<file path="config.mk">
export PLATFORM = sky130hd
export DESIGN_NAME = refill_ctrl
export DESIGN_NICKNAME = d
export VERILOG_FILES = /design/src/rtl/refill_ctrl.sv
export SDC_FILE = /design/constraint.sdc
export NUM_CORES = 1
export LEC_CHECK = 0
export CORE_MARGIN = 2
export CORE_UTILIZATION = 36
export DETAILED_ROUTE_END_ITERATION = 16
export MAX_ROUTING_LAYER = met4
export PLACE_DENSITY_LB_ADDON = 0.08
export SYNTH_ARGS = -nofsm -noshare
export SYNTH_HDL_FRONTEND = slang
export SYNTH_SLANG_ARGS = --single-unit
</file>
<file path="constraint.sdc">
create_clock -name clk -period 3.65 [get_ports clk]
set_input_delay 0.5475 -clock clk [delete_from_list [all_inputs] [get_ports clk]]
set_output_delay 0.5475 -clock clk [all_outputs]
set_load 0.03 [all_outputs]
</file>
<file path="src/rtl/refill_ctrl.sv">
// Cache line refill controller: picks a victim way on a miss, bursts the line in
// from memory into the data array, then marks the filled way MRU in the PLRU generator.
module refill_ctrl #(
  parameter int SET_ASSOC  = 4,
  parameter int LINE_WORDS = 8,
  parameter int DATA_WIDTH = 32,
  parameter int ADDR_WIDTH = 32
) (
  input  logic                          clk,
  input  logic                          rst_n,
  input  logic                          hit_valid,
  input  logic [SET_ASSOC-1:0]          hit_way,
  input  logic                          miss_req,
  input  logic [ADDR_WIDTH-1:0]         miss_addr,
  input  logic [SET_ASSOC-1:0]          set_valid,
  output logic                          miss_ready,
  input  logic [$clog2(SET_ASSOC)-1:0]  repl_index,
  output logic [SET_ASSOC-1:0]          plru_access,
  output logic                          plru_update,
  output logic                          mem_req,
  output logic [ADDR_WIDTH-1:0]         mem_addr,
  input  logic                          mem_ready,
  input  logic                          mem_rvalid,
  input  logic [DATA_WIDTH-1:0]         mem_rdata,
  input  logic                          mem_rlast,
  output logic                          fill_we,
  output logic [$clog2(SET_ASSOC)-1:0]  fill_way,
  output logic [$clog2(LINE_WORDS)-1:0] fill_word,
  output logic [DATA_WIDTH-1:0]         fill_data,
  output logic                          refill_done,
  output logic                          refill_err,
  output logic [1:0]                    dbg_state
);

  localparam int WAY_W  = $clog2(SET_ASSOC);
  localparam int WORD_W = $clog2(LINE_WORDS);
  localparam int OFF_W  = $clog2(LINE_WORDS * DATA_WIDTH / 8);

  typedef enum logic [1:0] {S_IDLE, S_REQ, S_RECV, S_COMMIT} state_t;

  state_t                r_state;
  logic [ADDR_WIDTH-1:0] r_mem_addr;
  logic [WAY_W-1:0]      r_victim;
  logic [WORD_W-1:0]     r_cnt;
  logic                  r_err;
  logic                  r_miss_ready;
  logic                  r_mem_req;
  logic                  r_done;

  logic [WAY_W-1:0]      w_victim;
  logic [ADDR_WIDTH-1:0] w_addr_aligned;
  logic                  w_beat;
  logic                  w_last_beat;
  logic [SET_ASSOC-1:0]  w_victim_oh;

  // Lowest-index invalid way wins; a full set falls back to the generator's pick.
  always_comb begin
    w_victim = repl_index;
    for (int i = SET_ASSOC - 1; i >= 0; i--) begin
      if (!set_valid[i]) w_victim = WAY_W'(i);
    end
  end

  assign w_addr_aligned = miss_addr & ~ADDR_WIDTH'((1 << OFF_W) - 1);
  assign w_beat         = (r_state == S_RECV) && mem_rvalid;
  assign w_last_beat    = (r_cnt == WORD_W'(LINE_WORDS - 1));
  assign w_victim_oh    = SET_ASSOC'(1) << r_victim;

  always_ff @(posedge clk or negedge rst_n) begin
    if (!rst_n) begin
      r_state      <= S_IDLE;
      r_mem_addr   <= '0;
      r_victim     <= '0;
      r_cnt        <= '0;
      r_err        <= 1'b0;
      r_miss_ready <= 1'b1;
      r_mem_req    <= 1'b0;
      r_done       <= 1'b0;
    end else begin
      case (r_state)
        S_IDLE: begin
          if (miss_req) begin
            r_mem_addr   <= w_addr_aligned;
            r_victim     <= w_victim;
            r_cnt        <= '0;
            r_miss_ready <= 1'b0;
            r_mem_req    <= 1'b1;
            r_state      <= S_REQ;
          end
        end
        S_REQ: begin
          if (mem_ready) begin
            r_mem_req <= 1'b0;
            r_state   <= S_RECV;
          end
        end
        S_RECV: begin
          if (w_beat) begin
            r_cnt <= r_cnt + WORD_W'(1);
            // A beat count that disagrees with rlast in either direction ends the burst.
            if (mem_rlast || w_last_beat) begin
              if (mem_rlast != w_last_beat) r_err <= 1'b1;
              r_done  <= 1'b1;
              r_state <= S_COMMIT;
            end
          end
        end
        default: begin
          r_done       <= 1'b0;
          r_miss_ready <= 1'b1;
          r_state      <= S_IDLE;
        end
      endcase
    end
  end

  // The commit update owns the generator port; a coincident hit is dropped.
  always_comb begin
    plru_access = hit_way;
    plru_update = hit_valid;
    if (r_done) begin
      plru_access = w_victim_oh;
      plru_update = 1'b1;
    end
  end

  assign miss_ready  = r_miss_ready;
  assign mem_req     = r_mem_req;
  assign mem_addr    = r_mem_addr;
  assign fill_we     = w_beat;
  assign fill_way    = r_victim;
  assign fill_word   = r_cnt;
  assign fill_data   = w_beat ? mem_rdata : '0;
  assign refill_done = r_done;
  assign refill_err  = r_err;
  assign dbg_state   = r_state;

endmodule

</file>
==> results of run 1 <==
-- power breakdown --
group | total, W | switching [W] | internal, W
clock | 0.000267 | 0.000139 | 0.000128
combinational | 0.00180 | 0.000978 | 0.000827
sequential | 0.000764 | 0.000135 | 0.000629
total | 0.00284 | 0.00125 | 0.00158
-- flip-flops by register name (all words and copies together) (netlist names) --
name and flops:
mem_addr 27, fill_word 3, dbg_state 2, fill_way 2, mem_req 1, miss_ready 1
refill_done 1, refill_err 1
-- routing by layer --
metal,track usage,vias to the layer above,share of wire
met5,-,-,0
met3,0.0420,5,0.055
li1,-,938,-
met4,0.0362,0,0.0059
met2,0.312,67,0.51
met1,0.220,910,0.43
-- how the worst min path moves through the flow --
stage	from	endpoint	slack (ns)	cells after the start
after floorplan	rst_n	dbg_state[0]	0.25	0
after global placement	refill_err	refill_err	0.44	1
after detailed placement	refill_err	refill_err	0.45	1
after CTS	rst_n	refill_done	0.40	1
after global routing	rst_n	mem_addr[20]	0.45	1
final	rst_n	mem_addr[20]	0.37	1
-- synth_stat cells, types with 5 or more instances --
| master | n |
|---|---|
| inv_1 | 10 |
| clkbuf_1 | 7 |
| nand3_1 | 5 |
| and3_1 | 32 |
| o21ai_0 | 10 |
| ha_1 | 7 |
| dfrtp_1 | 37 |
| nand2_1 | 6 |
| nand2b_1 | 6 |
| buf_4 | 6 |
| buf_2 | 5 |
| mux2_2 | 29 |
-- placed cells by master (no fill, tap or decap) --
cell type,instances
clkdlybuf4s50_1,150
ha_1,7
dfstp_2,1
nand2b_1,6
a221o_1,1
and2_1,1
o211ai_1,1
buf_2,1
nand3_1,5
o2bb2ai_1,1
mux2i_1,1
o21ai_0,10
a311oi_1,1
clkinv_2,2
nand4bb_1,1
nand3b_1,2
nor3_1,1
buf_4,3
conb_1,5
clkbuf_8,5
or2_2,1
nor2_1,1
nor2b_1,2
a21boi_0,1
a21o_1,1
o22ai_1,1
inv_1,10
nor4_1,2
and3_1,32
nand2_1,6
a22o_1,1
a21oi_1,3
o32a_1,1
a211oi_1,1
dfrtp_1,37
mux2_2,29
-- per-stage QoR --
stage	cells	hold slack [ns]	instance area (um^2)	setup WS [ns]	util
floorplan	191	0.252	2030	1.48	-
global placement	399	0.444	3560	0.869	0.650
detailed placement	399	0.451	3560	0.872	0.650
CTS	406	0.402	3640	0.819	0.664
global route	406	0.450	3640	0.708	0.664
finish	406	0.372	3640	0.833	0.664
-- worst register-to-register path, cell delays in order (launching register included) --
cell	delay [ns]
dfrtp_1	0.44
ha_1	0.18
ha_1	0.14
inv_1	0.04
ha_1	0.16
nand2b_1	0.18
a211oi_1	0.29
mux2_2	0.36
-- cells by family after synthesis --
family / Yosys count / share of synthesized area
buffers and inverters: 28 / 0.0663
adders and majority gates: 7 / 0.0434
muxes: 30 / 0.167
other: 1 / 0.00186
DFF: 38 / 0.472
and+or+nand+nor: 60 / 0.177
AOI/OAI and AO/OA: 23 / 0.0731
-- cell type report --
type	instances	share of cell area
repair buffers	154	0.421
flip-flops and latches	38	0.262
multi-input cells	125	0.261
well taps	72	0.0248
clock buffers	5	0.0189
inverters	10	0.0103
clock inverters	2	0.00275
==> results.yml, run 1 <==
power_and_ir_drop:
  power.density_nw_per_um2: 780
  p_total_w: 0.00284
  leakage_nw: 1.60
  vdd_drop_max_mv: 0.539
cts:
  cts_root_buffer: "clkbuf_8"
  cts_tree: "built"
  htreeDepth: 2
  path_clk_slew_ns: 0.07
  cts_made_buffers: 5
  clockBufferDepth: 2
  post_cts_buffers: 0
  clk_latency_ns: 0.28
  cts_resized: 0
  cts.sinks: 38
  hold_buffers: 0
detailed_routing:
  firstDrtPassIters: 4
  viasPerCell: 4.73
  drc: 0
  vias: 1920
  wire_per_inst_um: 14.2
  drt-total-wl_um: 5760
  drtIter0Drc: 86
  drtAntennaViolNets: 0
place:
  dp_hpwl_um: 4340
  gp_congestion: 0.702
  io_buffer_count: 151
synthesis:
  ys_ff_latch: 38
  synth_top_area_share: 0.458
  syn_area_per_cell_um2: 10.8
  syn-instance-count: 187
  synth_seq_area_share: 0.471
  synth_warnings: 0
  synth_area_leader_cell: "dfrtp_1"
  syn-cell-area_um2: 2020
  synthArstFlopShare: 1.00
  synthFlopType: "dfrtp_1"
  synthTopCellsByArea: "dfrtp_1 46%, mux2_2 16%, and3_1 9.9%, ha_1 4.3%, o21ai_0 2.5%"
  synth_edf_count: 0
  ys_types: 34
sta:
  post-route-min-period_ns: 2.82
  finalSetupViolCount: 0
  worst_pin_slew_ns: 0.855
  clock.fmax_ghz: 0.355
  fin_crit_sh: 0.772
  rsz0062_at_grt: "no"
  hold_viol: 0
  tns_ns: 0
  clock_skew_ns: 0.00716
  drv_slew: 0
  max-slew-margin-rel: 0.430
floorplanning:
  start_util: 0.369
  core_um2: 5470
  dieHeight_um: 78.9
  rows: 27
  die_w_um: 78.9
  die_area_um2: 6220
  ioPinCount: 162
global_route:
  grt_max_degree: 45
  antenna_found_initial: 0
  grt_pass1_wl_um: 8750
  gr-total-overflow: 0
  grt_usage: 0.181
  grt_pass1_vias: 1850
setup_path:
  cp_num_buf_inv: 3
  cp_cell_sequence: "inv_1, ha_1, buf_4, and2_1, clkdlybuf4s50_1"
  startpoint: "dbg_state[0]"
  arrival_ns: 2.27
  cp-end-kind: "output port"
  r2r_slack_ns: 1.75
  worstPathRequired_ns: 3.10
  worst-path-max-fanout: 44
  reg2reg_depth: 7
  cp.depth: 5
  critPathLaunchType: "register"
  crit_slowest_cell: "clkdlybuf4s50_1"
  crit_end: "fill_we"
  critPathTopFamily: "buffers and inverters"
  crit_type: "reg -> out"
  cpPeakStageDelay_ns: 0.70
  r2r-start: "fill_word[0]"
  reg2reg_to: "dbg_state[1]"
outcome:
  status: "complete, no violations"
final_layout:
  nets: 422
  seqCellArea_um2: 952
  syn2layout_area_growth_pct: 80.0
  multi_input_comb_area_um2: 948
  fillers: 477
  drive_gt1_frac: 0.126
  antenna_cells: 0
job:
  max_cap_viol_count: 0
min_path:
  min_path_type: "in -> async"
(Power assumes the default switching activity.)
==> run 2, diff against run 1 <==
--- a/config.mk
+++ b/config.mk
@@ -6,7 +6,7 @@
 export NUM_CORES = 1
 export LEC_CHECK = 0
 export CORE_MARGIN = 2
-export CORE_UTILIZATION = 36
+export CORE_UTILIZATION = 30
 export DETAILED_ROUTE_END_ITERATION = 16
 export MAX_ROUTING_LAYER = met4
 export PLACE_DENSITY_LB_ADDON = 0.08
==> constraint.sdc (replaced) <==
create_clock -name clk -period 2.45 [get_ports clk]
set_input_delay 0.3675 -clock clk [delete_from_list [all_inputs] [get_ports clk]]
set_output_delay 0.3675 -clock clk [all_outputs]
set_load 0.03 [all_outputs]
==> results.yml, run 2 (same netlist as run 1, synthesis figures left out) <==
outcome:
  status: "complete, no violations"
cts:
  clockBufferDepth: 2
  clk_latency_ns: 0.29
  post_cts_buffers: 0
  htreeDepth: 2
  cts_tree: "built"
  path_clk_slew_ns: 0.08
  cts_made_buffers: 5
  hold_buffers: 0
  cts.sinks: 38
  cts_root_buffer: "clkbuf_8"
power_and_ir_drop:
  vdd_drop_max_mv: 0.416
  p_seq_frac: 0.264
  p_int_w: 0.00239
  leakage_nw: 1.67
  p_sw_frac: 0.441
  power.density_nw_per_um2: 1180
  p_total_w: 0.00427
  combPwrFrac: 0.629
  p_switching_w: 0.00188
  power.clock.fraction: 0.107
setup_path:
  worst-path-max-fanout: 10
  reg2reg_depth: 7
  crit_type: "reg -> out"
  reg2reg_to: "dbg_state[1]"
  crit_slowest_cell: "clkdlybuf4s50_1"
  cpPeakStageDelay_ns: 0.59
  r2r_slack_ns: 0.55
  r2r-start: "fill_word[0]"
  worstPathRequired_ns: 2.08
  critPathTopFamily: "buffers and inverters"
  arrival_ns: 1.76
  cp_cell_sequence: "mux2_2, clkdlybuf4s50_1"
  cp-end-kind: "output port"
  cp_num_buf_inv: 1
  critPathLaunchType: "register"
sta:
  setup_ws_ns: 0.324
  clock.fmax_ghz: 0.470
  tns_ns: 0
  holdWs_ns: 0.179
  worst_pin_slew_ns: 0.849
  finalSetupViolCount: 0
  fin_crit_sh: 0.868
  rsz0062_at_grt: "no"
  clock_skew_ns: 0.00498
  drv_slew: 0
  max-slew-margin-rel: 0.434
  post-route-min-period_ns: 2.13
  hold_viol: 0
global_route:
  grt_pass1_wl_um: 9090
  grt_pass1_vias: 1932
  grt_usage: 0.161
  gr-total-overflow: 0
  antenna_found_initial: 0
  grt_max_degree: 39
floorplanning:
  dieHeight_um: 86.0
  start_util: 0.314
  die_w_um: 86.0
  core_um2: 6420
  ioPinCount: 162
  rows: 29
  die_area_um2: 7400
place:
  io_buffer_count: 151
  gp_congestion: 0.751
  dp_hpwl_um: 4480
  pre_cts_slack_ns: 0.374
  place_area_um2: 3520
min_path:
  min_path_type: "in -> async"
detailed_routing:
  vias: 1919
  viasPerCell: 4.66
  firstDrtPassIters: 4
  drc: 0
  drt-total-wl_um: 5780
  wire_per_inst_um: 14.0
  drtAntennaViolNets: 0
  drtIter0Drc: 60
final_layout:
  fillers: 569
  syn2layout_area_growth_pct: 79.1
  finish.instance_area_um2: 3620
  antenna_cells: 0
  layout_common_cells: "117 x clkdlybuf4s50_1, 37 x dfrtp_1, 33 x buf_4"
  largest_reg_flops: 27
  drive_gt1_frac: 0.230
  nets: 422
  final_common_cell: "clkdlybuf4s50_1"
job:
  max_cap_viol_count: 0
==> run 2: changes by cell type in the layout (fill, tap and decap cells not counted) <==
cell             previous run  this run
clkbuf_8                    5         6
clkinv_2                    2         1
ha_1                        7         6
buf_12                      0         3
clkinvlp_4                  0         1
buf_4                       3        33
clkdlybuf4s50_1           150       117
ha_2                        0         1
==> run 2: per-layer routing <==
layer / GRT usage / vias to the layer above / routed length [um]
met5: - / - / 0
met4: 0.0519 / 0 / 59
met3: 0.0500 / 5 / 573
met2: 0.264 / 110 / 2810
met1: 0.189 / 865 / 2340
li1: - / 939 / -
==> run 2: layout make-up <==
cell class,instances,area [um^2],area share
well taps,77,96.3,0.0266
flip-flops and latches,38,952,0.263
repair buffers,154,1480,0.410
multi-input cells,125,951,0.263
clock buffers,6,82.6,0.0228
clock inverters,2,12.5,0.00346
inverters,10,37.5,0.0104
==> run 2: worst max-delay path by stage <==
stage                     cells past startpoint    startpoint             end
after detailed placement                      6  dbg_state[0]    fill_word[2]
final                                         2   refill_done  plru_access[0]
after CTS                                     4  dbg_state[0]         fill_we
after global routing                          4  dbg_state[0]         fill_we
after floorplan                               5  dbg_state[0]    fill_data[0]
after global placement                        4  dbg_state[0]         fill_we
==> run 2: worst register-to-register path, delay by kind of cell, from the launching register on <==
family	cells	cell delay [ns]
mux	1	0.36
simple gates	1	0.20
flops	1	0.43
buf+inv	1	0.04
fa+ha+maj	3	0.46
compound gates	1	0.29
==> run 2: timing repair <==
item / 4_1_cts / 5_1_grt
resized for setup: 0 / 1
hold endpoints to repair: 0 / 0
endpoints found under the setup margin: 0 / 33
==> run 2: power by group through the flow <==
| stage | clock network, W | logic, W | registers (W) |
|---|---|---|---|
| finish | 0.000457 | 0.00269 | 0.00113 |
| global route | 0.000496 | 0.00286 | 0.00118 |
| CTS | 0.000474 | 0.00271 | 0.00113 |
| detailed placement | 0 | 0.00270 | 0.00115 |
| floorplan | 0 | 0.00102 | 0.00172 |
| global placement | 0 | 0.00269 | 0.00113 |
==> run 2: stage by stage <==
stage	std cells	util
2_1_floorplan	191	-
3_3_place_gp	404	0.548
3_5_place_dp	404	0.548
4_1_cts	412	0.563
5_1_grt	412	0.563
6_report	412	0.563
==> run 3, diff against run 2 <==
--- a/config.mk
+++ b/config.mk
@@ -5,7 +5,7 @@
 export SDC_FILE = /design/constraint.sdc
 export NUM_CORES = 1
 export LEC_CHECK = 0
-export CORE_MARGIN = 2
+export CORE_MARGIN = 3
 export CORE_UTILIZATION = 30
 export DETAILED_ROUTE_END_ITERATION = 16
 export MAX_ROUTING_LAYER = met4
==> results.yml, run 3 (same netlist as run 1, synthesis figures left out) <==
power_and_ir_drop:
  leakage_nw: 1.69
  p_seq_frac: 0.253
  p_int_w: 0.00260
  power.clock.fraction: 0.147
  p_switching_w: 0.00189
  p_sw_frac: 0.421
  power.density_nw_per_um2: 1230
  combPwrFrac: 0.600
  vdd_drop_max_mv: 0.583
final_layout:
  largest_reg_flops: 27
  seqCellArea_um2: 952
  drive_gt1_frac: 0.230
  antenna_cells: 0
  nets: 422
  final_common_cell: "clkdlybuf4s50_1"
  multi_input_comb_area_um2: 951
  finish.instance_area_um2: 3650
  syn2layout_area_growth_pct: 80.8
  fillers: 591
  layout_common_cells: "117 x clkdlybuf4s50_1, 37 x dfrtp_1, 34 x buf_4"
cts:
  cts_resized: 0
  post_cts_buffers: 0
  cts.sinks: 38
  cts_made_buffers: 5
  htreeDepth: 2
  hold_buffers: 0
  cts_root_buffer: "clkbuf_8"
  path_clk_slew_ns: 0.08
  clockBufferDepth: 2
  clk_latency_ns: 0.28
  cts_tree: "built"
sta:
  tns_ns: 0
  max-slew-margin-rel: 0.420
  hold_viol: 0
  clock_skew_ns: 0.0106
  fin_crit_sh: 0.876
  post-route-min-period_ns: 2.15
  worst_pin_slew_ns: 0.870
  rsz0062_at_grt: "no"
  finalSetupViolCount: 0
  drv_slew: 0
  clock.fmax_ghz: 0.466
floorplanning:
  ioPinCount: 162
  rows: 29
  die_w_um: 88.0
  dieHeight_um: 88.0
  die_area_um2: 7750
  start_util: 0.314
  core_um2: 6420
detailed_routing:
  drtAntennaViolNets: 0
  drt-total-wl_um: 5960
  wire_per_inst_um: 14.5
  viasPerCell: 4.71
  firstDrtPassIters: 4
  drtIter0Drc: 42
  drc: 0
  vias: 1940
setup_path:
  cp_cell_sequence: "inv_1, ha_2, and2_1, buf_12"
  crit_slowest_cell: "ha_2"
  cp_num_buf_inv: 2
  critPathTopFamily: "adder cells"
  crit_type: "reg -> out"
  critPathLaunchType: "register"
  reg2reg_depth: 7
  cp-end-kind: "output port"
  worstPathRequired_ns: 2.08
  startpoint: "dbg_state[0]"
  cp.depth: 4
  cpPeakStageDelay_ns: 0.47
  worst-path-max-fanout: 34
  r2r-start: "fill_word[0]"
  arrival_ns: 1.78
global_route:
  grt_pass1_vias: 1951
  gr-total-overflow: 0
  grt_pass1_wl_um: 9040
  antenna_found_initial: 0
  grt_usage: 0.152
  grt_max_degree: 39
job:
  max_cap_viol_count: 0
place:
  place_area_um2: 3510
  gp_congestion: 0.765
  io_buffer_count: 151
  dp_hpwl_um: 4570
min_path:
  min_path_type: "in -> async"
outcome:
  status: "complete, no violations"
run 3: cell types whose count changed in the layout (fill, tap and decap cells not counted):
cell,before,now
clkinv_2,1,0
bufinv_16,0,2
clkinvlp_4,1,0
buf_4,33,34
buf_12,3,2
run 3: path summary, 6_finish.rpt:
kind	to	slack (ns)
hold reg to reg	refill_err	0.46
min in group clk	refill_err	0.46
max in group asynchronous	fill_word[2]	1.71
hold / removal	mem_addr[30]	0.19
setup / recovery	fill_we	0.30
setup reg to reg	dbg_state[1]	0.54
run 3: power groups by stage:
| stage | registers, W | clock network (W) | logic, W |
|---|---|---|---|
| finish | 0.00113 | 0.000661 | 0.00269 |
| global route | 0.00117 | 0.000711 | 0.00288 |
| CTS | 0.00114 | 0.000681 | 0.00272 |
| detailed placement | 0.00115 | 0 | 0.00271 |
| global placement | 0.00113 | 0 | 0.00269 |
| floorplan | 0.00172 | 0 | 0.00102 |
run 3: routing by layer:
metal / vias up / GRT usage / share of wire
met1: 891 / 0.181 / 0.42
met5: - / - / 0
met3: 2 / 0.0442 / 0.098
met2: 110 / 0.250 / 0.47
li1: 937 / - / -
met4: 0 / 0.0440 / 0.0065
run 3: cell type report:
class	count	share of cell area
timing repair buffer	154	0.403
sequential	38	0.261
multi-input combinational	125	0.260
tap	77	0.0264
clock buffer	6	0.0226
clock inverter	2	0.0164
inverter	10	0.0103
run 3: through the flow:
step | util | hold WS [ns] | instances | worst slack, ns | total power [W]
3_3_place_gp | 0.546 | 0.443 | 404 | 0.358 | 0.00383
4_1_cts | 0.568 | 0.213 | 412 | 0.0191 | 0.00454
6_report | 0.568 | 0.192 | 412 | 0.303 | 0.00449
2_1_floorplan | - | 0.0719 | 191 | 0.462 | 0.00275
3_5_place_dp | 0.546 | 0.451 | 404 | 0.335 | 0.00386
5_1_grt | 0.568 | 0.252 | 412 | 0.158 | 0.00476
